**src/rtl/multicycle_ctrl_fsm.sv**
```systemverilog
// Multi-cycle MIPS control unit: state register, IR opcode/funct latch,
// Moore-style datapath strobes, memory-ready watchdog and retire counter.
// Build option: define ILLEGAL_TRAP_EN to send unsupported instructions to
// a sticky TRAP state; otherwise they retire nothing and fall back to IF.
//
// state | meaning
// ID    | decode, latch A/B, precompute branch target; J/JR finish here
// IF    | fetch, wait for mem_ready, latch opcode/funct
// EXEC  | ALU operation; branches resolve here
// MEM   | data access, wait for mem_ready
// WB    | register write-back (and JAL jump)
// TRAP  | illegal instruction, held until reset (ILLEGAL_TRAP_EN only)
module multicycle_ctrl_fsm #(
    parameter int ALUOP_W  = 3,
    parameter int CNT_W    = 16,
    parameter int WAIT_MAX = 15
) (
    input  logic               clk,
    input  logic               rst_n,
    input  logic [31:0]        instr,
    input  logic               mem_ready,
    input  logic               zero,
    output logic [2:0]         state,
    output logic               pc_we,
    output logic               ir_we,
    output logic               mem_we,
    output logic               a_we,
    output logic               b_we,
    output logic               reg_we,
    output logic               mem_in,
    output logic [1:0]         dst,
    output logic [1:0]         reg_in,
    output logic [1:0]         alu_src_a,
    output logic [1:0]         alu_src_b,
    output logic [ALUOP_W-1:0] alu_op,
    output logic [1:0]         pc_src,
    output logic               mem_timeout,
    output logic               trap,
    output logic [CNT_W-1:0]   retired
);

    typedef enum logic [2:0] {
        S_ID   = 3'd0,
        S_IF   = 3'd1,
        S_EXEC = 3'd2,
        S_MEM  = 3'd3,
        S_WB   = 3'd4
`ifdef ILLEGAL_TRAP_EN
        , S_TRAP = 3'd5
`endif
    } state_t;

    typedef struct packed {
        logic               pc_we;
        logic               ir_we;
        logic               mem_we;
        logic               a_we;
        logic               b_we;
        logic               reg_we;
        logic               mem_in;
        logic               trap;
        logic [1:0]         dst;
        logic [1:0]         reg_in;
        logic [1:0]         alu_src_a;
        logic [1:0]         alu_src_b;
        logic [ALUOP_W-1:0] alu_op;
        logic [1:0]         pc_src;
    } ctrl_t;

    localparam logic [5:0] OP_RTYPE = 6'b000000;
    localparam logic [5:0] OP_J     = 6'b000010;
    localparam logic [5:0] OP_JAL   = 6'b000011;
    localparam logic [5:0] OP_BEQ   = 6'b000100;
    localparam logic [5:0] OP_BNE   = 6'b000101;
    localparam logic [5:0] OP_ADDI  = 6'b001000;
    localparam logic [5:0] OP_XORI  = 6'b001110;
    localparam logic [5:0] OP_LW    = 6'b100011;
    localparam logic [5:0] OP_SW    = 6'b101011;
    localparam logic [5:0] FN_JR    = 6'b001000;
    localparam logic [5:0] FN_ADD   = 6'b100000;
    localparam logic [5:0] FN_SUB   = 6'b100010;
    localparam logic [5:0] FN_SLT   = 6'b101010;

    localparam logic [ALUOP_W-1:0] ALU_ADD = ALUOP_W'(0);
    localparam logic [ALUOP_W-1:0] ALU_SUB = ALUOP_W'(1);
    localparam logic [ALUOP_W-1:0] ALU_XOR = ALUOP_W'(2);
    localparam logic [ALUOP_W-1:0] ALU_SLT = ALUOP_W'(3);
    localparam logic [7:0]         WAIT_LIM = 8'(WAIT_MAX);

    state_t           state_q, state_next;
    logic [5:0]       op_q, fn_q;
    logic [7:0]       wait_cnt;
    logic             timeout_q;
    logic [CNT_W-1:0] retired_q;
    logic             retire_inc;
    logic             stalled;
    ctrl_t            ctrl, ctrl_g;
    logic             is_jr, is_r_alu, is_supported;
    logic             unused_instr;

    assign unused_instr = ^instr[25:6];

    assign is_jr        = (op_q == OP_RTYPE) && (fn_q == FN_JR);
    assign is_r_alu     = (op_q == OP_RTYPE) &&
                          ((fn_q == FN_ADD) || (fn_q == FN_SUB) || (fn_q == FN_SLT));
    assign is_supported = is_r_alu || (op_q == OP_LW) || (op_q == OP_SW) ||
                          (op_q == OP_ADDI) || (op_q == OP_XORI) ||
                          (op_q == OP_BEQ) || (op_q == OP_BNE);
    assign stalled      = ((state_q == S_IF) || (state_q == S_MEM)) && !mem_ready;

    // State register, IR field latch and retire counter
    always_ff @(posedge clk or negedge rst_n) begin
        if (!rst_n) begin
            state_q   <= S_IF;
            op_q      <= 6'd0;
            fn_q      <= 6'd0;
            retired_q <= '0;
        end else begin
            state_q <= state_next;
            if ((state_q == S_IF) && mem_ready) begin
                op_q <= instr[31:26];
                fn_q <= instr[5:0];
            end
            if (retire_inc)
                retired_q <= retired_q + CNT_W'(1);
        end
    end

    // Watchdog: count consecutive stalled cycles, sticky flag at the limit
    always_ff @(posedge clk or negedge rst_n) begin
        if (!rst_n) begin
            wait_cnt  <= 8'd0;
            timeout_q <= 1'b0;
        end else if (stalled) begin
            if (wait_cnt != WAIT_LIM)
                wait_cnt <= wait_cnt + 8'd1;
            if (wait_cnt + 8'd1 == WAIT_LIM)
                timeout_q <= 1'b1;
        end else begin
            wait_cnt <= 8'd0;
        end
    end

    // Next-state and strobe decode from (state, latched opcode, latched funct)
    always_comb begin
        ctrl       = '0;
        state_next = state_q;
        retire_inc = 1'b0;
        unique case (state_q)
            S_IF: begin
                ctrl.alu_src_b = 2'd1;
                ctrl.alu_op    = ALU_ADD;
                if (mem_ready) begin
                    ctrl.ir_we = 1'b1;
                    ctrl.pc_we = 1'b1;
                    state_next = S_ID;
                end
            end
            S_ID: begin
                ctrl.a_we      = 1'b1;
                ctrl.b_we      = 1'b1;
                ctrl.alu_src_b = 2'd3;
                ctrl.alu_op    = ALU_ADD;
                if (op_q == OP_J) begin
                    ctrl.pc_we  = 1'b1;
                    ctrl.pc_src = 2'd2;
                    retire_inc  = 1'b1;
                    state_next  = S_IF;
                end else if (op_q == OP_JAL) begin
                    state_next = S_WB;
                end else if (is_jr) begin
                    ctrl.pc_we  = 1'b1;
                    ctrl.pc_src = 2'd3;
                    retire_inc  = 1'b1;
                    state_next  = S_IF;
                end else if (is_supported) begin
                    state_next = S_EXEC;
                end else begin
`ifdef ILLEGAL_TRAP_EN
                    state_next = S_TRAP;
`else
                    state_next = S_IF;
`endif
                end
            end
            S_EXEC: begin
                ctrl.alu_src_a = 2'd1;
                state_next     = S_IF;
                if (is_r_alu) begin
                    ctrl.alu_op = (fn_q == FN_SUB) ? ALU_SUB :
                                  (fn_q == FN_SLT) ? ALU_SLT : ALU_ADD;
                    state_next  = S_WB;
                end else if ((op_q == OP_ADDI) || (op_q == OP_XORI)) begin
                    ctrl.alu_src_b = 2'd2;
                    ctrl.alu_op    = (op_q == OP_XORI) ? ALU_XOR : ALU_ADD;
                    state_next     = S_WB;
                end else if ((op_q == OP_LW) || (op_q == OP_SW)) begin
                    ctrl.alu_src_b = 2'd2;
                    state_next     = S_MEM;
                end else if ((op_q == OP_BEQ) || (op_q == OP_BNE)) begin
                    ctrl.alu_op = ALU_SUB;
                    ctrl.pc_src = 2'd1;
                    ctrl.pc_we  = (op_q == OP_BEQ) ? zero : !zero;
                    retire_inc  = 1'b1;
                end
            end
            S_MEM: begin
                ctrl.mem_in = 1'b1;
                ctrl.mem_we = (op_q == OP_SW);
                if (mem_ready) begin
                    if (op_q == OP_LW) begin
                        state_next = S_WB;
                    end else begin
                        retire_inc = (op_q == OP_SW);
                        state_next = S_IF;
                    end
                end
            end
            S_WB: begin
                ctrl.reg_we = 1'b1;
                retire_inc  = 1'b1;
                state_next  = S_IF;
                if (op_q == OP_LW) begin
                    ctrl.reg_in = 2'd1;
                end else if (op_q == OP_JAL) begin
                    ctrl.dst    = 2'd2;
                    ctrl.reg_in = 2'd2;
                    ctrl.pc_we  = 1'b1;
                    ctrl.pc_src = 2'd2;
                end else if (op_q == OP_RTYPE) begin
                    ctrl.dst = 2'd1;
                end
            end
`ifdef ILLEGAL_TRAP_EN
            S_TRAP: begin
                ctrl.trap = 1'b1;
            end
`endif
            default: begin
                state_next = S_IF;
            end
        endcase
    end

    // Reset forces every strobe low immediately, independent of the clock
    assign ctrl_g = rst_n ? ctrl : '0;

    assign state       = state_q;
    assign pc_we       = ctrl_g.pc_we;
    assign ir_we       = ctrl_g.ir_we;
    assign mem_we      = ctrl_g.mem_we;
    assign a_we        = ctrl_g.a_we;
    assign b_we        = ctrl_g.b_we;
    assign reg_we      = ctrl_g.reg_we;
    assign mem_in      = ctrl_g.mem_in;
    assign trap        = ctrl_g.trap;
    assign dst         = ctrl_g.dst;
    assign reg_in      = ctrl_g.reg_in;
    assign alu_src_a   = ctrl_g.alu_src_a;
    assign alu_src_b   = ctrl_g.alu_src_b;
    assign alu_op      = ctrl_g.alu_op;
    assign pc_src      = ctrl_g.pc_src;
    assign mem_timeout = timeout_q;
    assign retired     = retired_q;

endmodule

```
**config.mk**
```make
export PLATFORM = sky130hd
export DESIGN_NAME = multicycle_ctrl_fsm
export DESIGN_NICKNAME = d
export VERILOG_FILES = /design/src/rtl/multicycle_ctrl_fsm.sv
export SDC_FILE = /design/constraint.sdc
export NUM_CORES = 1
export LEC_CHECK = 0
export BUFFER_PORTS_ARGS = -buffer_cell sky130_fd_sc_hd__buf_2
export CORE_AREA = 4 4 74 76
export DETAILED_ROUTE_END_ITERATION = 10
export DIE_AREA = 0 0 78 80
export GPL_TIMING_DRIVEN = 0
export MAX_ROUTING_LAYER = met4
export PLACE_DENSITY = 0.78
export SYNTH_ARGS = -nofsm -noshare
export SYNTH_HDL_FRONTEND = slang
export SYNTH_SLANG_ARGS = --single-unit
```
**constraint.sdc**
```tcl
create_clock -name clk -period 2.3 [get_ports clk]
set_input_delay 0.46 -clock clk [delete_from_list [all_inputs] [get_ports clk]]
set_output_delay 0.46 -clock clk [all_outputs]
set_load 0.005 [all_outputs]
```
* Word level (Yosys, flattened, before mapping)
Cells that the tools add are included.
** Word-level totals
- Flip-flop bits (word level) :: 40
- Output and inout port bits :: 41
** Cells by class
- Add/subtract/negate cells :: 2
- Eq/ne operators :: 21
- Mux-type cells :: 62
- Reduce and logical (&&, ||, !) cells :: 22
** Operators with widths (count)
- 2-bit two-way mux :: 19
- 3-bit two-way mux :: 11
- 6-bit == test (second input constant) :: 5
- 1-bit two-way mux :: 22
- 21-bit two-way mux :: 1
- 6-bit by 4-bit == test with 1-bit output (second input constant) :: 3
- 16-bit by 1-bit adder with 16-bit output (second input constant) :: 1
- 8-bit two-way mux :: 2
- 5-bit one-hot mux with 3 select lines :: 1
- 6-bit by 2-bit == test with 1-bit output (second input constant) :: 2
- 6-bit by 3-bit == test with 1-bit output (second input constant) :: 2
- 1-bit logical OR :: 12
- 3-bit one-hot mux with 4 select lines :: 1
- 8-bit by 1-bit adder with 8-bit output (second input constant) :: 1
- 8-bit by 4-bit == test with 1-bit output (second input constant) :: 1
- 8-bit by 4-bit inequality test with 1-bit output (second input constant) :: 1
- 1-bit one-hot mux with 4 select lines :: 2
- 3-bit by 2-bit == test with 1-bit output (second input constant) :: 2
- 6-bit logical NOT :: 1
- 2-bit one-hot mux with 3 select lines :: 1
- 5-bit two-way mux :: 1
- 1-bit logical AND :: 4
- 4-bit two-way mux :: 1
- 2-bit inequality test (second input constant) :: 2
- other kinds (6) :: 8

* Logic depth before layout (Yosys ltp)
- Depth after elaboration :: 15
- Gate-level depth with buffers :: 7
- Mapped depth without buffers :: 6

* Worst setup path after synthesis
Ideal clock, no wire load.
- Path kind :: reg-to-output
- Start point :: register state_q[0] (netlist: state[0])
- End point :: output pc_we
- Data arrival time :: 1617 ps
- Data required time :: 1840 ps
- Path slack :: 223 ps
- Stages on the path, launching flop included :: 7
- Buffers on the path :: 3
- Cells stage by stage :: dfstp_2 -> buf_2 -> nor4bb_1 -> clkbuf_1 -> buf_2 -> a41oi_1 -> a31oi_1
** On the way
- Cells in the longest elaborated chain, start to end :: 3
- Elaborated cells between the ends (all ways) :: 6
- Classes of those cells :: eq/ne (3); mux (2); reduce/logical (1)
** RTL lines
- start: declaration :: RTL line 90 : state_t state_q, state_next;
- start signal: assignment :: RTL line 119 : state_q <= state_next;
- 3-bit == test (tied with other cells) :: RTL line 149 : unique case (state_q)
- 1-bit one-hot mux with 4 select lines (*) :: RTL line 149
- 21-bit two-way mux (*) :: RTL line 246 : assign ctrl_g = rst_n ? ctrl : '0;
- end: declaration :: RTL line 24 : output logic pc_we,
Mark *: on every way between the ends. The rest lies on a longest branch, timed or not.

* Final worst setup path
- Start point :: register op_q[4]
- End point :: output pc_we
** On the way
- Cells in the longest elaborated chain, start to end :: 8
- Elaborated cells between the ends (all ways) :: 26
- Classes of those cells :: eq/ne (8); mux (12); reduce/logical (6)
** RTL lines
- start: declaration :: RTL line 91 : logic [5:0] op_q, fn_q;
- start signal: assignment :: RTL line 121 : op_q <= instr[31:26];
- 6-bit by 3-bit == test with 1-bit output (on tied branches) :: RTL line 200, 203
- 1-bit two-way mux or 1-bit logical OR (tied branches) :: RTL line 203, 200
- 1-bit two-way mux :: RTL line 200 : end else if ((op_q == OP_BEQ) || (op_q == OP_BNE)) begin
- 1-bit two-way mux :: RTL line 197 : end else if ((op_q == OP_LW) || (op_q == OP_SW)) begin
- 1-bit two-way mux :: RTL line 193 : end else if ((op_q == OP_ADDI) || (op_q == OP_XORI)) begin
- 1-bit two-way mux :: RTL line 189 : if (is_r_alu) begin
- 1-bit one-hot mux with 4 select lines (*) :: RTL line 149
- 21-bit two-way mux (*) :: RTL line 246
Marked as above.

==> summary.md <==
| Metric | Value |
|---|---|
| H-tree depth | `2` |
| Worst-Skew Late Latency | `~0.3 ns` |
| Layout Area Growth over Synthesis | `33.8%` |
| Pins over their slew limit | `0` |
| Antenna Cells | `0` |
| # hold bufs at CTS | `0` |
| Layout Utilization | `67.0%` |
| Setup slack after layout | `-0.0673 ns` |
| Die W | `a little under 80 um` |
| Fin crit share | `103%` |
| Design Power | `3010 uW` |
| Post-synth EDFFs | `0` |
| Die Footprint | `6240 um^2` |
| Vias post-DR | `between 2,000 and 2,500` |
| Hold Slack | `0.160 ns` |
| Final hold viol count | `0` |
| Crit-path max FO | `2` |
| DRT Pass-1 Iters | `5` |
| Syn Std Cell Area | `roughly 2400 um^2` |
| CP Capture Type | `output pin` |
| Synthesized flop and latch total | `40` |
| RSZ-0062 raised after global routing | `yes` |
| Initial antenna violation count | `0` |
| Row cnt | `25` |
| Cts bufs inserted | `5` |
| Aggregate global-route resource usage | `21.2%` |
| Synth unique cells | `53` |
| Commonest cells after routing, fill and taps aside | `55 x buf_2, 35 x dfrtp_1, 23 x buf_4` |
| Detailed Route WL | `6260 um` |
| Most common cell after layout, fill and taps aside | `buf_2` |
| CTS Buffer Depth | `2` |
| Total grt overflow | `0` |
| Cell taking the most area after synthesis | `dfrtp_1` |
| Worst Tran Pin Value | `between 0.5 and 0.6 ns` |
| Vias in the first global route | `about 2,100` |
| Worst setup SP type | `register` |
| Yosys warnings | `0` |
| Residual DRC | `0` |
| Avg Vias per Cell | `5.58` |
| DP Wirelength | `approximately 4000 um` |
| DRT antenna net count | `0` |
| Fillcell total | `~360` |
| Clk slew on worst S/H paths | `0.08 ns` |
| Area contributors post-synth | `dfrtp_1 41%, xnor2_1 7.4%, mux2_2 5.7%` |
| # port buffers | `53` |
| Wire per inst | `15.9 um` |
| Post-synth ARST share | `100%` |
| First-pass GRT wire length | `10,100 um` |
| Clock sink count | `40` |
| Worst Setup SP | `op_q[4]` |
| Layout cells sized above 1 | `41.7%` |
| Seq/Total Area, Yosys | `between 40% and 50%` |
| Setup Crit Path Kind | `reg -> out` |
| Gate Count Post-Synth | `245` |
| HP Class | `in -> async` |
| Worst VDD drop | `0.525 mV` |
| Core Box Area | `4720 um^2` |
| Die Y | `around 80 um` |
| Reg2reg path depth | `7` |
| Routability cong. | `0.924` |
| Pwr per Cell Area | `949 nW/um^2` |
| Nets | `approximately 360` |
| Final Setup Violations | `3` |
| Slew headroom | `60.9%` |
| MaxCap Viol Count | `0` |
| Area fraction of the dominant cell type after synthesis | `41.2%` |
| Largest net degree at the start of global routing | `50` |
| Violated checks | `negative setup slack` |
| Starting Density | `approximately 50%` |
| Arrival @ worst endpoint | `1.91 ns` |
| Worst EP required | `1.84 ns` |
| I/O pins | `77` |
| Final min period | `2.37 ns` |
| Status | `complete, but fails checks` |
| Clock Skew | `0.00459 ns` |
| Pre-CTS WS | `-0.258 ns` |
| Top_reg_cell synth | `dfrtp_1` |
| Root Driver | `clkbuf_8` |
| CTS tree | `done` |
| Leakage | `0.00145 uW` |
| Post-Syn Area per Cell | `9.66 um^2` |
| Reg-to-reg critical path startpoint | `op_q[2]` |
| Fmax | `about 0.42 GHz` |
| Starting DRT DRC Count | `176` |
[layer usage]
layer / track usage (%) / part of all wire, % / vias up
li1: - / - / 1030
met1: 27.0 / 43 / 1059
met2: 33.0 / 48 / 88
met3: 4.40 / 6.1 / 15
met4: 9.09 / 2.3 / 0
met5: - / 0 / -
[cell usage after synthesis (2+ instances only)]
cell       count
or4_1          2
nor3_1         7
o21ai_0       11
nor3b_1        2
and2_1         5
nand4b_1       3
a31oi_1        2
nand2_1       19
xnor2_1       20
o2111ai_1      8
nor4_2         2
o21ai_1        2
nor2_1        25
nand3_1        9
nor4bb_1       2
a21oi_1        7
nor4_1         2
dfrtp_1       39
ha_1           3
buf_2          5
xor2_1         5
or3_1          2
and3_1         5
and4_1         2
buf_4          6
mux2_2        12
inv_1          6
nand2b_1       5
clkbuf_1       3
[sequential cells by signal, indices dropped and copies added, names as in the netlist]
name	count
op_q	6
fn_q	6
retired	16
wait_cnt	8
state	3
mem_timeout	1
[area by class of cell]
cell class	count	area, um^2	area share (%)
Inverter	6	22.5	0.711
Sequential cell	40	1010	31.8
Clock buffer	7	86.3	2.73
Timing Repair Buffer	73	459	14.5
Buffer	13	101	3.20
Clock inverter	1	7.51	0.237
Multi-Input combinational cell	186	1400	44.2
Tap cell	67	83.8	2.65
[cell families after synthesis]
logic type	synth area share (%)
flip-flops	42.3
AND/OR/NAND/NOR	24.1
XOR/XNOR	9.25
buffers and inverters	4.86
other	0.158
AO/OA/AOI/OAI	12.0
adder cells (fa/ha/maj)	1.59
multiplexers	5.71
[critical path: stages, from the launching register on]
cell	delay, ns
dfrtp_1	0.43
or4_4	0.57
nor3_4	0.13
o21ai_1	0.09
a31oi_1	0.23
buf_2	0.16
[power breakdown]
group / switching [uW] / total (uW) / internal [uW]
combinational: 670 / 1430 / 755
clock: 262 / 506 / 244
sequential: 204 / 1070 / 870
total: 1140 / 3010 / 1870
[repair_timing]
item                                    4_1_cts  5_1_grt
pin swaps                                    10       10
resized for setup                            27       19
endpoints found under the setup margin       12       22
buffers inserted                             16        4
[path summary, 6_finish.rpt]
kind,slack (ns),to
worst max register to register,0.15,retired[14]
min in group clk,0.37,op_q[0]
worst min register to register,0.47,mem_timeout
max in group asynchronous,1.71,op_q[3]
worst min-delay path,0.16,fn_q[0]
worst max-delay path,-0.07,pc_we
[stage by stage]
| stage | setup TNS, ns | instance area (um^2) | std cells |
|---|---|---|---|
| 2_1_floorplan | 0 | 2370 | 247 |
| 5_1_grt | -0.523 | 3170 | 393 |
| 4_1_cts | -0.101 | 3060 | 390 |
| 3_5_place_dp | -0.577 | 2720 | 367 |
| 6_report | -0.107 | 3170 | 393 |
| 3_3_place_gp | -0.292 | 2720 | 367 |
(Power assumes the default switching activity.)
